===== config.mk =====
export PLATFORM = sky130hd
export DESIGN_NAME = rv32i_multicycle_ctrl_flat
export DESIGN_NICKNAME = d
export VERILOG_FILES = /design/src/rtl/rv32i_multicycle_ctrl_pkg.sv /design/src/rtl/rv32i_multicycle_ctrl_if.sv /design/src/rtl/rv32i_alu_decoder.sv /design/src/rtl/rv32i_multicycle_ctrl.sv /design/src/flat_wrapper.sv
export SDC_FILE = /design/constraint.sdc
export NUM_CORES = 1
export LEC_CHECK = 0
export ABC_CLOCK_PERIOD_IN_PS = 4200
export CAP_MARGIN = 40
export CORE_ASPECT_RATIO = 1.25
export CORE_UTILIZATION = 30
export DETAILED_ROUTE_END_ITERATION = 12
export GPL_TIMING_DRIVEN = 0
export PLACE_DENSITY = 0.69
export RECOVER_POWER = 25
export SLEW_MARGIN = 15
export SYNTH_ARGS = -nofsm -noshare
export SYNTH_HDL_FRONTEND = slang
export SYNTH_HIERARCHICAL = 1
export SYNTH_SLANG_ARGS = --single-unit

===== constraint.sdc =====
create_clock -name clk -period 4.2 [get_ports clk]
set_clock_uncertainty 0.2 [all_clocks]
set_input_delay 0.84 -clock clk [delete_from_list [all_inputs] [get_ports clk]]
set_output_delay 0.84 -clock clk [all_outputs]
set_load 0.02 [all_outputs]

===== src/rtl/rv32i_multicycle_ctrl_pkg.sv =====
// Shared definitions for the RV32I multi-cycle controller: opcodes, ALU codes,
// FSM states and the opcode classifier.
package rv32i_multicycle_ctrl_pkg;

  localparam logic [6:0] OP_TYPE_R = 7'b0110011;
  localparam logic [6:0] OP_TYPE_I = 7'b0010011;
  localparam logic [6:0] OP_TYPE_S = 7'b0100011;
  localparam logic [6:0] OP_TYPE_L = 7'b0000011;

  localparam logic [3:0] ALU_ADD  = 4'b0000;
  localparam logic [3:0] ALU_SUB  = 4'b1000;
  localparam logic [3:0] ALU_SLL  = 4'b0001;
  localparam logic [3:0] ALU_SLT  = 4'b0010;
  localparam logic [3:0] ALU_SLTU = 4'b0011;
  localparam logic [3:0] ALU_XOR  = 4'b0100;
  localparam logic [3:0] ALU_SRL  = 4'b0101;
  localparam logic [3:0] ALU_SRA  = 4'b1101;
  localparam logic [3:0] ALU_OR   = 4'b0110;
  localparam logic [3:0] ALU_AND  = 4'b0111;

  typedef enum logic [2:0] {FETCH, DECODE, EXE, MEM, WB} state_t;

  typedef enum logic [2:0] {OPC_R, OPC_I, OPC_S, OPC_L, OPC_BAD} op_class_t;

  function automatic op_class_t classify(input logic [6:0] opcode);
    case (opcode)
      OP_TYPE_R: return OPC_R;
      OP_TYPE_I: return OPC_I;
      OP_TYPE_S: return OPC_S;
      OP_TYPE_L: return OPC_L;
      default:   return OPC_BAD;
    endcase
  endfunction

endpackage


===== src/rtl/rv32i_multicycle_ctrl_if.sv =====
// Controller <-> datapath bundle: instruction/handshake inputs and control strobes.
// master is the controller side, slave is the datapath/memory side.
interface rv32i_multicycle_ctrl_if;
  logic [31:0] instrCode;
  logic        dataReady;
  logic        pcEn;
  logic        irWe;
  logic        regFileWe;
  logic [3:0]  aluControl;
  logic        aluSrcMuxSel;
  logic        dataWe;
  logic        wdataSel;
  logic        memReq;
  logic        illegalInstr;
  logic        memErr;

  modport master (
    input  instrCode, dataReady,
    output pcEn, irWe, regFileWe, aluControl, aluSrcMuxSel,
           dataWe, wdataSel, memReq, illegalInstr, memErr
  );

  modport slave (
    output instrCode, dataReady,
    input  pcEn, irWe, regFileWe, aluControl, aluSrcMuxSel,
           dataWe, wdataSel, memReq, illegalInstr, memErr
  );
endinterface


===== src/rtl/rv32i_alu_decoder.sv =====
// Combinational opcode/funct decoder: instruction class, ALU operation and
// operand-B select. Also used by the single-cycle core.
module rv32i_alu_decoder
  import rv32i_multicycle_ctrl_pkg::*;
(
  input  logic [6:0] opcode,
  input  logic [2:0] funct3,
  input  logic       funct7_5,
  output op_class_t  op_class,
  output logic [3:0] alu_ctrl,
  output logic       alu_src
);

  always_comb begin
    op_class = classify(opcode);
    alu_ctrl = ALU_ADD;
    alu_src  = 1'b0;
    case (op_class)
      OPC_R: alu_ctrl = {funct7_5, funct3};
      OPC_I: begin
        alu_src = 1'b1;
        // instr[30] is an immediate bit for every I-op except the shift-right pair
        alu_ctrl = (funct3 == 3'b101) ? {funct7_5, funct3} : {1'b0, funct3};
      end
      OPC_S, OPC_L: alu_src = 1'b1;
      default: ;
    endcase
  end

endmodule


===== src/rtl/rv32i_multicycle_ctrl.sv =====
// Multi-cycle RV32I sequencer: FETCH/DECODE/EXE/MEM/WB FSM issuing datapath
// strobes one phase at a time, with a bounded wait for data memory.
module rv32i_multicycle_ctrl
  import rv32i_multicycle_ctrl_pkg::*;
#(
  parameter int MEM_TIMEOUT = 15,
  parameter int CNT_W       = 8
) (
  input  logic                   clk,
  input  logic                   reset,
  rv32i_multicycle_ctrl_if.master bus
);

  state_t             state_reg, state_next;
  logic [CNT_W-1:0]   cnt_reg, cnt_next;
  logic               hold_reg;

  op_class_t          op_class;
  logic [3:0]         dec_alu_ctrl;
  logic               dec_alu_src;
  logic               is_store, is_load, is_alu_op;
  logic               timeout;
  logic               active;

  logic               pc_en, ir_we, rf_we, alu_src, data_we, wdata_sel;
  logic               mem_req, illegal, mem_err;
  logic [3:0]         alu_ctrl;
  logic               unused_instr_bits;

  rv32i_alu_decoder u_alu_decoder (
    .opcode   (bus.instrCode[6:0]),
    .funct3   (bus.instrCode[14:12]),
    .funct7_5 (bus.instrCode[30]),
    .op_class (op_class),
    .alu_ctrl (dec_alu_ctrl),
    .alu_src  (dec_alu_src)
  );

  assign unused_instr_bits = ^{bus.instrCode[31], bus.instrCode[29:15], bus.instrCode[11:7]};

  assign is_store  = (op_class == OPC_S);
  assign is_load   = (op_class == OPC_L);
  assign is_alu_op = (op_class == OPC_R) || (op_class == OPC_I);
  assign timeout   = (cnt_reg == CNT_W'(MEM_TIMEOUT));
  // Quiet for one cycle after reset releases, and never strobe while reset is held.
  assign active    = !reset && !hold_reg;

  always_ff @(posedge clk) begin
    if (reset) begin
      state_reg <= FETCH;
      cnt_reg   <= '0;
      hold_reg  <= 1'b1;
    end else begin
      state_reg <= state_next;
      cnt_reg   <= cnt_next;
      hold_reg  <= 1'b0;
    end
  end

  always_comb begin
    state_next = state_reg;
    cnt_next   = cnt_reg;
    if (!hold_reg) begin
      case (state_reg)
        FETCH:  state_next = DECODE;
        DECODE: state_next = (op_class == OPC_BAD) ? FETCH : EXE;
        EXE:    state_next = (is_store || is_load) ? MEM : FETCH;
        MEM: begin
          if (bus.dataReady) begin
            cnt_next   = '0;
            state_next = is_load ? WB : FETCH;
          end else if (timeout) begin
            cnt_next   = '0;
            state_next = FETCH;
          end else begin
            cnt_next   = cnt_reg + 1'b1;
          end
        end
        WB:      state_next = FETCH;
        default: state_next = FETCH;
      endcase
    end
  end

  always_comb begin
    pc_en     = 1'b0;
    ir_we     = 1'b0;
    rf_we     = 1'b0;
    alu_ctrl  = ALU_ADD;
    alu_src   = 1'b0;
    data_we   = 1'b0;
    wdata_sel = 1'b0;
    mem_req   = 1'b0;
    illegal   = 1'b0;
    mem_err   = 1'b0;
    if (active) begin
      case (state_reg)
        FETCH: ir_we = 1'b1;
        DECODE: begin
          if (op_class == OPC_BAD) begin
            pc_en   = 1'b1;
            illegal = 1'b1;
          end
        end
        EXE: begin
          alu_ctrl = dec_alu_ctrl;
          alu_src  = dec_alu_src;
          if (is_alu_op) begin
            rf_we = 1'b1;
            pc_en = 1'b1;
          end
        end
        MEM: begin
          alu_ctrl = dec_alu_ctrl;
          alu_src  = dec_alu_src;
          mem_req  = 1'b1;
          data_we  = is_store;
          if (bus.dataReady) begin
            pc_en = is_store;
          end else if (timeout) begin
            mem_err = 1'b1;
            pc_en   = 1'b1;
          end
        end
        WB: begin
          alu_ctrl  = dec_alu_ctrl;
          alu_src   = dec_alu_src;
          rf_we     = 1'b1;
          wdata_sel = 1'b1;
          pc_en     = 1'b1;
        end
        default: ;
      endcase
    end
  end

  assign bus.pcEn         = pc_en;
  assign bus.irWe         = ir_we;
  assign bus.regFileWe    = rf_we;
  assign bus.aluControl   = alu_ctrl;
  assign bus.aluSrcMuxSel = alu_src;
  assign bus.dataWe       = data_we;
  assign bus.wdataSel     = wdata_sel;
  assign bus.memReq       = mem_req;
  assign bus.illegalInstr = illegal;
  assign bus.memErr       = mem_err;

endmodule

===== src/flat_wrapper.sv =====
// flat-port wrapper written by rule: the top's interface ports become plain ports
module rv32i_multicycle_ctrl_flat import rv32i_multicycle_ctrl_pkg::*;
#(
  parameter int MEM_TIMEOUT = 15,
  parameter int CNT_W       = 8
)
  (clk, reset, bus_instrCode, bus_dataReady, bus_pcEn, bus_irWe, bus_regFileWe, bus_aluControl, bus_aluSrcMuxSel, bus_dataWe, bus_wdataSel, bus_memReq, bus_illegalInstr, bus_memErr);
  rv32i_multicycle_ctrl_if bus_i ();
  input  logic clk;
  input  logic reset;
  input wire logic [$bits(bus_i.instrCode)-1:0] bus_instrCode;
  input wire logic [$bits(bus_i.dataReady)-1:0] bus_dataReady;
  output wire logic [$bits(bus_i.pcEn)-1:0] bus_pcEn;
  output wire logic [$bits(bus_i.irWe)-1:0] bus_irWe;
  output wire logic [$bits(bus_i.regFileWe)-1:0] bus_regFileWe;
  output wire logic [$bits(bus_i.aluControl)-1:0] bus_aluControl;
  output wire logic [$bits(bus_i.aluSrcMuxSel)-1:0] bus_aluSrcMuxSel;
  output wire logic [$bits(bus_i.dataWe)-1:0] bus_dataWe;
  output wire logic [$bits(bus_i.wdataSel)-1:0] bus_wdataSel;
  output wire logic [$bits(bus_i.memReq)-1:0] bus_memReq;
  output wire logic [$bits(bus_i.illegalInstr)-1:0] bus_illegalInstr;
  output wire logic [$bits(bus_i.memErr)-1:0] bus_memErr;
  assign bus_i.instrCode = bus_instrCode;
  assign bus_i.dataReady = bus_dataReady;
  assign bus_pcEn = bus_i.pcEn;
  assign bus_irWe = bus_i.irWe;
  assign bus_regFileWe = bus_i.regFileWe;
  assign bus_aluControl = bus_i.aluControl;
  assign bus_aluSrcMuxSel = bus_i.aluSrcMuxSel;
  assign bus_dataWe = bus_i.dataWe;
  assign bus_wdataSel = bus_i.wdataSel;
  assign bus_memReq = bus_i.memReq;
  assign bus_illegalInstr = bus_i.illegalInstr;
  assign bus_memErr = bus_i.memErr;
  rv32i_multicycle_ctrl #(.MEM_TIMEOUT(MEM_TIMEOUT), .CNT_W(CNT_W)) u_core (.clk(clk), .reset(reset), .bus(bus_i));
endmodule

### Word level (Yosys, flattened, before mapping)

Cells that the tools add are included.

| word-level totals | value |
|---|---|
| register bits after elaboration | 12 |
| latch bits | 0 |
| RAM bits | 0 |
| ROM bits | 0 |
| input bits | 35 |
| output and inout port bits | 13 |
| logic and storage cells | 69 |
| memories kept | 0 |

| cells by class | value |
|---|---|
| add/sub/neg operators | 1 |
| multiply operators | 0 |
| divide/modulo/power cells | 0 |
| magnitude comparators | 0 |
| eq/ne operators | 15 |
| shift operators | 0 |
| mux-type cells | 38 |
| bitwise gates (word level) | 1 |
| reductions and logical operators | 11 |

Operators by type and width:

| operator | count |
|---|---|
| $pmux 3 s4 | 2 |
| $mux 1 | 23 |
| $mux 8 | 2 |
| $eq 7x6->1 const B | 2 |
| $eq 3x2->1 const B | 4 |
| $mux 4 | 3 |
| $eq 3x3->1 const B | 3 |
| $mux 3 | 3 |
| $add 8x1->8 const B | 1 |
| $eq 8x4->1 const B | 1 |
| $pmux 4 s2 | 1 |
| $eq 7x2->1 const B | 1 |
| $eq 7x5->1 const B | 1 |
| $eq 3x1->1 const B | 2 |
| $logic_not 3->1 | 2 |
| $reduce_or 3->1 | 2 |
| $mux 2 | 2 |
| $pmux 1 s4 | 1 |
| $reduce_and 2->1 | 2 |
| $ne 3x2->1 const B | 1 |
| $logic_not 1->1 | 2 |
| $logic_or 1x1->1 | 2 |
| $pmux 1 s2 | 1 |
| $logic_and 1x1->1 | 1 |
| $not 1->1 | 1 |

### Depth between registers and ports, before layout

| depth | value |
|---|---|
| depth after elaboration | 7 |
| mapped depth | 7 |
| gate-level depth less buffers | 6 |

### By module

Netlist, hierarchy kept.

Modules (own cells, without submodules):

| module | times used | cells each | area an instance (um^2) | seq. area each (um^2) |
|---|---|---|---|---|
| rv32i_multicycle_ctrl | 1 | 98 | 769.5 | 240.2 |
| rv32i_alu_decoder | 1 | 17 | 147.6 | 0.0 |

### Least setup slack after synthesis

No wires, ideal clock.

| path | value |
|---|---|
| kind | input to output |
| from | in bus_instrCode[3] |
| to | out bus_pcEn |
| data arrival time | 2.652 ns |
| required time | 3.160 ns |
| path slack | 0.508 ns |
| stages | 7 |
| path buffers | 1 |
| path through | or2_1 buf_6 or2_1 or3b_1 a211o_1 o311a_1 nor4_2 |

| between the ends | value |
|---|---|
| cells in the longest elaborated chain, start to end | 7 |
| elaborated cells between the ends (all ways) | 15 |
| classes of those cells | eq/ne: 7; mux: 6; reduce/logical: 2 |

Ends and longest elaborated chain:

| item | line | source |
|---|---|---|
| from (decl) | flat_wrapper.sv:11 | `input wire logic [$bits(bus_i.instrCode)-1:0] bus_instrCode;` |
| $eq 7x2->1 (tied with other cells) | rv32i_multicycle_ctrl_pkg.sv:26 | `case (opcode)` |
| $pmux 3 s4 * | rv32i_multicycle_ctrl_pkg.sv:26 |  |
| via u_core.op_class[2] | rv32i_multicycle_ctrl.sv:18 | `op_class_t op_class;` |
| $eq 3x1->1 / $logic_not 3->1 (equally long branches) | rv32i_multicycle_ctrl.sv:43 | `assign is_alu_op = (op_class == OPC_R) \|\| (op_class == OPC_I);` |
| $logic_or 1x1->1 | rv32i_multicycle_ctrl.sv:43 |  |
| $mux 1 | rv32i_multicycle_ctrl.sv:108 | `if (is_alu_op) begin` |
| $pmux 1 s4 * | rv32i_multicycle_ctrl.sv:97 | `case (state_reg)` |
| $mux 1 * | rv32i_multicycle_ctrl.sv:96 | `if (active) begin` |
| to (decl) | flat_wrapper.sv:13 | `output wire logic [$bits(bus_i.pcEn)-1:0] bus_pcEn;` |

The timed path passes the listed nets; every way through them passes the cells marked *.

### Final worst setup path

Ends and elaborated chain as after synthesis.

==> results.py <==
metrics = {
    "finish": {
        "fillers": 295,
        "final_util": 0.428,
        "finish.net_count": 182,
        "post_route_cells_drive_above_1_share": 0.125,
        "seq_area_um2": 240,
        "antenna_cells": 0,
        "multi_input_area_um2": 629,
        "largest_register_ffs": 8,
        "area_delta_synth_final_pct": 36.3,
    },
    "critical_path": {
        "critPathLaunch": "bus_instrCode[3]",
        "crit_path_required_time_ns": 3.16,
        "startpoint_type": "input pin",
        "worst_reg2reg_path_startpoint": "u_core/cnt_reg[0]",
        "path_class": "in2out",
        "endpoint_kind": "output pin",
        "rrSetupSlack_ns": 2.19,
        "crit_fanout": 8,
        "critPathArrivalTime_ns": 3.04,
    },
    "global_route": {
        "gr-usage-all-layers": 0.152,
        "grt_start_max_net_pins": 11,
        "grt_pass1_vias": 941,
        "antenna_found_initial": 0,
        "globalRoute.totalOverflow": 0,
        "global_route_wire_length_before_repair_um": 3860,
    },
    "cts": {
        "cts_setup_buffers": 0,
        "cts_max_level": 1,
        "cts-buffers-inserted": 3,
        "worst_skew_pair.late_latency_ns": 0.28,
        "clk_pin_slew_ns": 0.07,
        "numClockSinks": 12,
        "clock_path_buffers": 2,
        "clk_root_buffer_cell": "sky130_fd_sc_hd__clkbuf_4",
        "tritoncts": "done",
    },
    "sta": {
        "tmin_final_ns": 4.08,
        "rsz0062_at_grt": "no",
        "timing.slew.headroom": 0.627,
        "report.final.slew_viol_count": 0,
        "tightestPinTransition_ns": 0.555,
        "final.setup.worst_slack_ns": 0.116,
        "fin_crit_sh": 0.972,
        "final_hold_viol_count": 0,
        "fin_setup_tns_ns": 0,
        "final-setup-viol-count": 0,
        "max_freq_ghz": 0.245,
    },
    "synthesis": {
        "synthCells": 115,
        "ys_seq_elements": 12,
        "synth_top_cell_by_area": "sky130_fd_sc_hd__dfxtp_1",
        "count_of_distinct_cell_types_in_the_synthesized_netlist": 45,
        "synth_top_area_share": 0.262,
        "async_flop_share": 0,
        "synth-edff-count": 0,
        "nets_in_the_synthesized_netlist": 151,
        "ys_seq_area_frac": 0.262,
        "post_synth.cell_area_avg_um2": 7.98,
        "cell_area_after_synthesis_um2": 917,
        "yosys_warnings": 6,
        "yosys_most_used_dff": "sky130_fd_sc_hd__dfxtp_1",
        "synth.area.top_cells": "sky130_fd_sc_hd__dfxtp_1 26%, sky130_fd_sc_hd__nor3_1 4.9%, sky130_fd_sc_hd__nor2_1 4.5%, sky130_fd_sc_hd__nand2_1 3.7%, sky130_fd_sc_hd__and2_1 3.4%",
    },
    "min_path": {
        "hold_path.startpoint": "u_core/cnt_reg[1]",
        "timing.hold.worst.class": "reg2reg",
    },
    "placement": {
        "half_perimeter_wire_length_of_the_detailed_placement_result_um": 1740,
        "port-buffer-count": 26,
        "place.gp.congestion": 0.744,
        "post-place-ws_ns": -0.444,
    },
    "floorplanning": {
        "core_region_area_um2": 2920,
        "fp.dieH_um": 63.8,
        "row_count": 22,
        "io-pin-count": 48,
        "horizontal_die_dimension_um": 51.5,
        "initial_core_util": 0.314,
        "die_area_um2": 3280,
    },
    "route": {
        "post-route-drc-count": 0,
        "route.final.wire_length_um": 2300,
        "drt-pass1-iter-count": 4,
        "antenna_left": 0,
        "routed_via_density": 5.46,
        "dr.first_iter.drc_count": 17,
        "post_drt_wl_per_cell_um": 12.8,
        "dr_total_vias": 983,
    },
    "run": {
        "max_cap_violations": 0,
    },
    "power": {
        "p_per_area_nw_per_um2": 189,
        "maximum_vdd_drop_mv": 0.170,
        "p_leak_nw": 0.420,
    },
    "run_status": {
        "run_status": "completed",
    },
}
[worst paths after layout]
path / to / depth (start not counted)
setup / recovery: bus_pcEn / 9
hold / removal: u_core/cnt_reg[1] / 2
setup reg to reg: u_core/state_reg[0] / 5
hold reg to reg: u_core/cnt_reg[1] / 2
[metrics by stage]
stage	hold slack (ns)	area, um^2	power [mW]	instances
2_1_floorplan	0.249	917	0.146	115
3_3_place_gp	0.258	1220	0.168	177
3_5_place_dp	0.273	1220	0.168	177
4_1_cts	0.284	1240	0.240	180
5_1_grt	0.316	1250	0.248	180
6_report	0.278	1250	0.237	180
[area by class of cell]
cell class | instances | area share
Multi-Input combinational cell | 91 | 0.504
Timing Repair Buffer | 26 | 0.206
Sequential cell | 12 | 0.192
Tap cell | 36 | 0.0360
Buffer | 7 | 0.0290
Clock buffer | 3 | 0.0180
Inverter | 5 | 0.0150
[report_power, final]
part           internal, mW  switching [mW]
clock network        0.0333          0.0374
logic                0.0236          0.0258
registers             0.116        0.000959
[timing repair]
item | in CTS | in global routing
hold buffers | 0 | 0
endpoints found under the setup margin | 2 | 1
resized for setup | 6 | 2
[layout by cell type (no fill, tap or decap), drive strengths merged, types with 2 or more instances in the layout]
cell | Yosys | final
clkdlybuf4s50 | 0 | 23
dfxtp | 12 | 12
nor2 | 11 | 11
nor3 | 11 | 11
nand2 | 10 | 10
clkbuf | 3 | 7
nor4 | 6 | 6
inv | 5 | 5
and2 | 5 | 5
a21oi | 4 | 4
buf | 4 | 4
nand3 | 3 | 3
nand4 | 3 | 3
xnor2 | 3 | 3
a211oi | 3 | 3
nand3b | 3 | 3
dlygate4sd3 | 0 | 2
nand2b | 2 | 2
or3 | 2 | 2
o21ai | 2 | 2
a221oi | 2 | 2
xor2 | 2 | 2
and3 | 2 | 2
or2 | 2 | 2
[cells in the mapped netlist (2+ instances only)]
cell	number
sky130_fd_sc_hd__dfxtp_1	12
sky130_fd_sc_hd__nor2_1	11
sky130_fd_sc_hd__nand2_1	9
sky130_fd_sc_hd__nor3_1	9
sky130_fd_sc_hd__and2_1	5
sky130_fd_sc_hd__inv_1	5
sky130_fd_sc_hd__nor4_1	5
sky130_fd_sc_hd__a21oi_1	4
sky130_fd_sc_hd__clkbuf_1	3
sky130_fd_sc_hd__nand3_1	3
sky130_fd_sc_hd__nand4_1	3
sky130_fd_sc_hd__xnor2_1	3
sky130_fd_sc_hd__a211oi_1	2
sky130_fd_sc_hd__a221oi_1	2
sky130_fd_sc_hd__buf_2	2
sky130_fd_sc_hd__nand2b_1	2
sky130_fd_sc_hd__nand3b_1	2
sky130_fd_sc_hd__nor3_2	2
sky130_fd_sc_hd__o21ai_0	2
sky130_fd_sc_hd__or2_1	2
sky130_fd_sc_hd__or3_1	2
sky130_fd_sc_hd__xor2_1	2
[kinds of logic after synthesis]
| group | synth area share |
|---|---|
| fa+ha+maj | 0.0136 |
| compound gates | 0.171 |
| flops | 0.262 |
| xor+xnor | 0.0478 |
| buf+inv | 0.0600 |
| simple gates | 0.446 |
[critical path: stages]
cell and delay (ns):
sky130_fd_sc_hd__clkdlybuf4s50_1 0.39, sky130_fd_sc_hd__or2_1 0.24, sky130_fd_sc_hd__buf_6 0.14, sky130_fd_sc_hd__or2_4 0.25
sky130_fd_sc_hd__or3b_1 0.35, sky130_fd_sc_hd__a211o_1 0.30, sky130_fd_sc_hd__o311a_1 0.13, sky130_fd_sc_hd__nor4_2 0.22
sky130_fd_sc_hd__buf_4 0.18
[per-layer routing]
layer,share of wire,track usage
met1,0.43,0.160
met2,0.48,0.278
met3,0.067,0.0310
met4,0.019,0.0709
met5,0,0
Note: power is estimated with default switching activity, not from simulation.
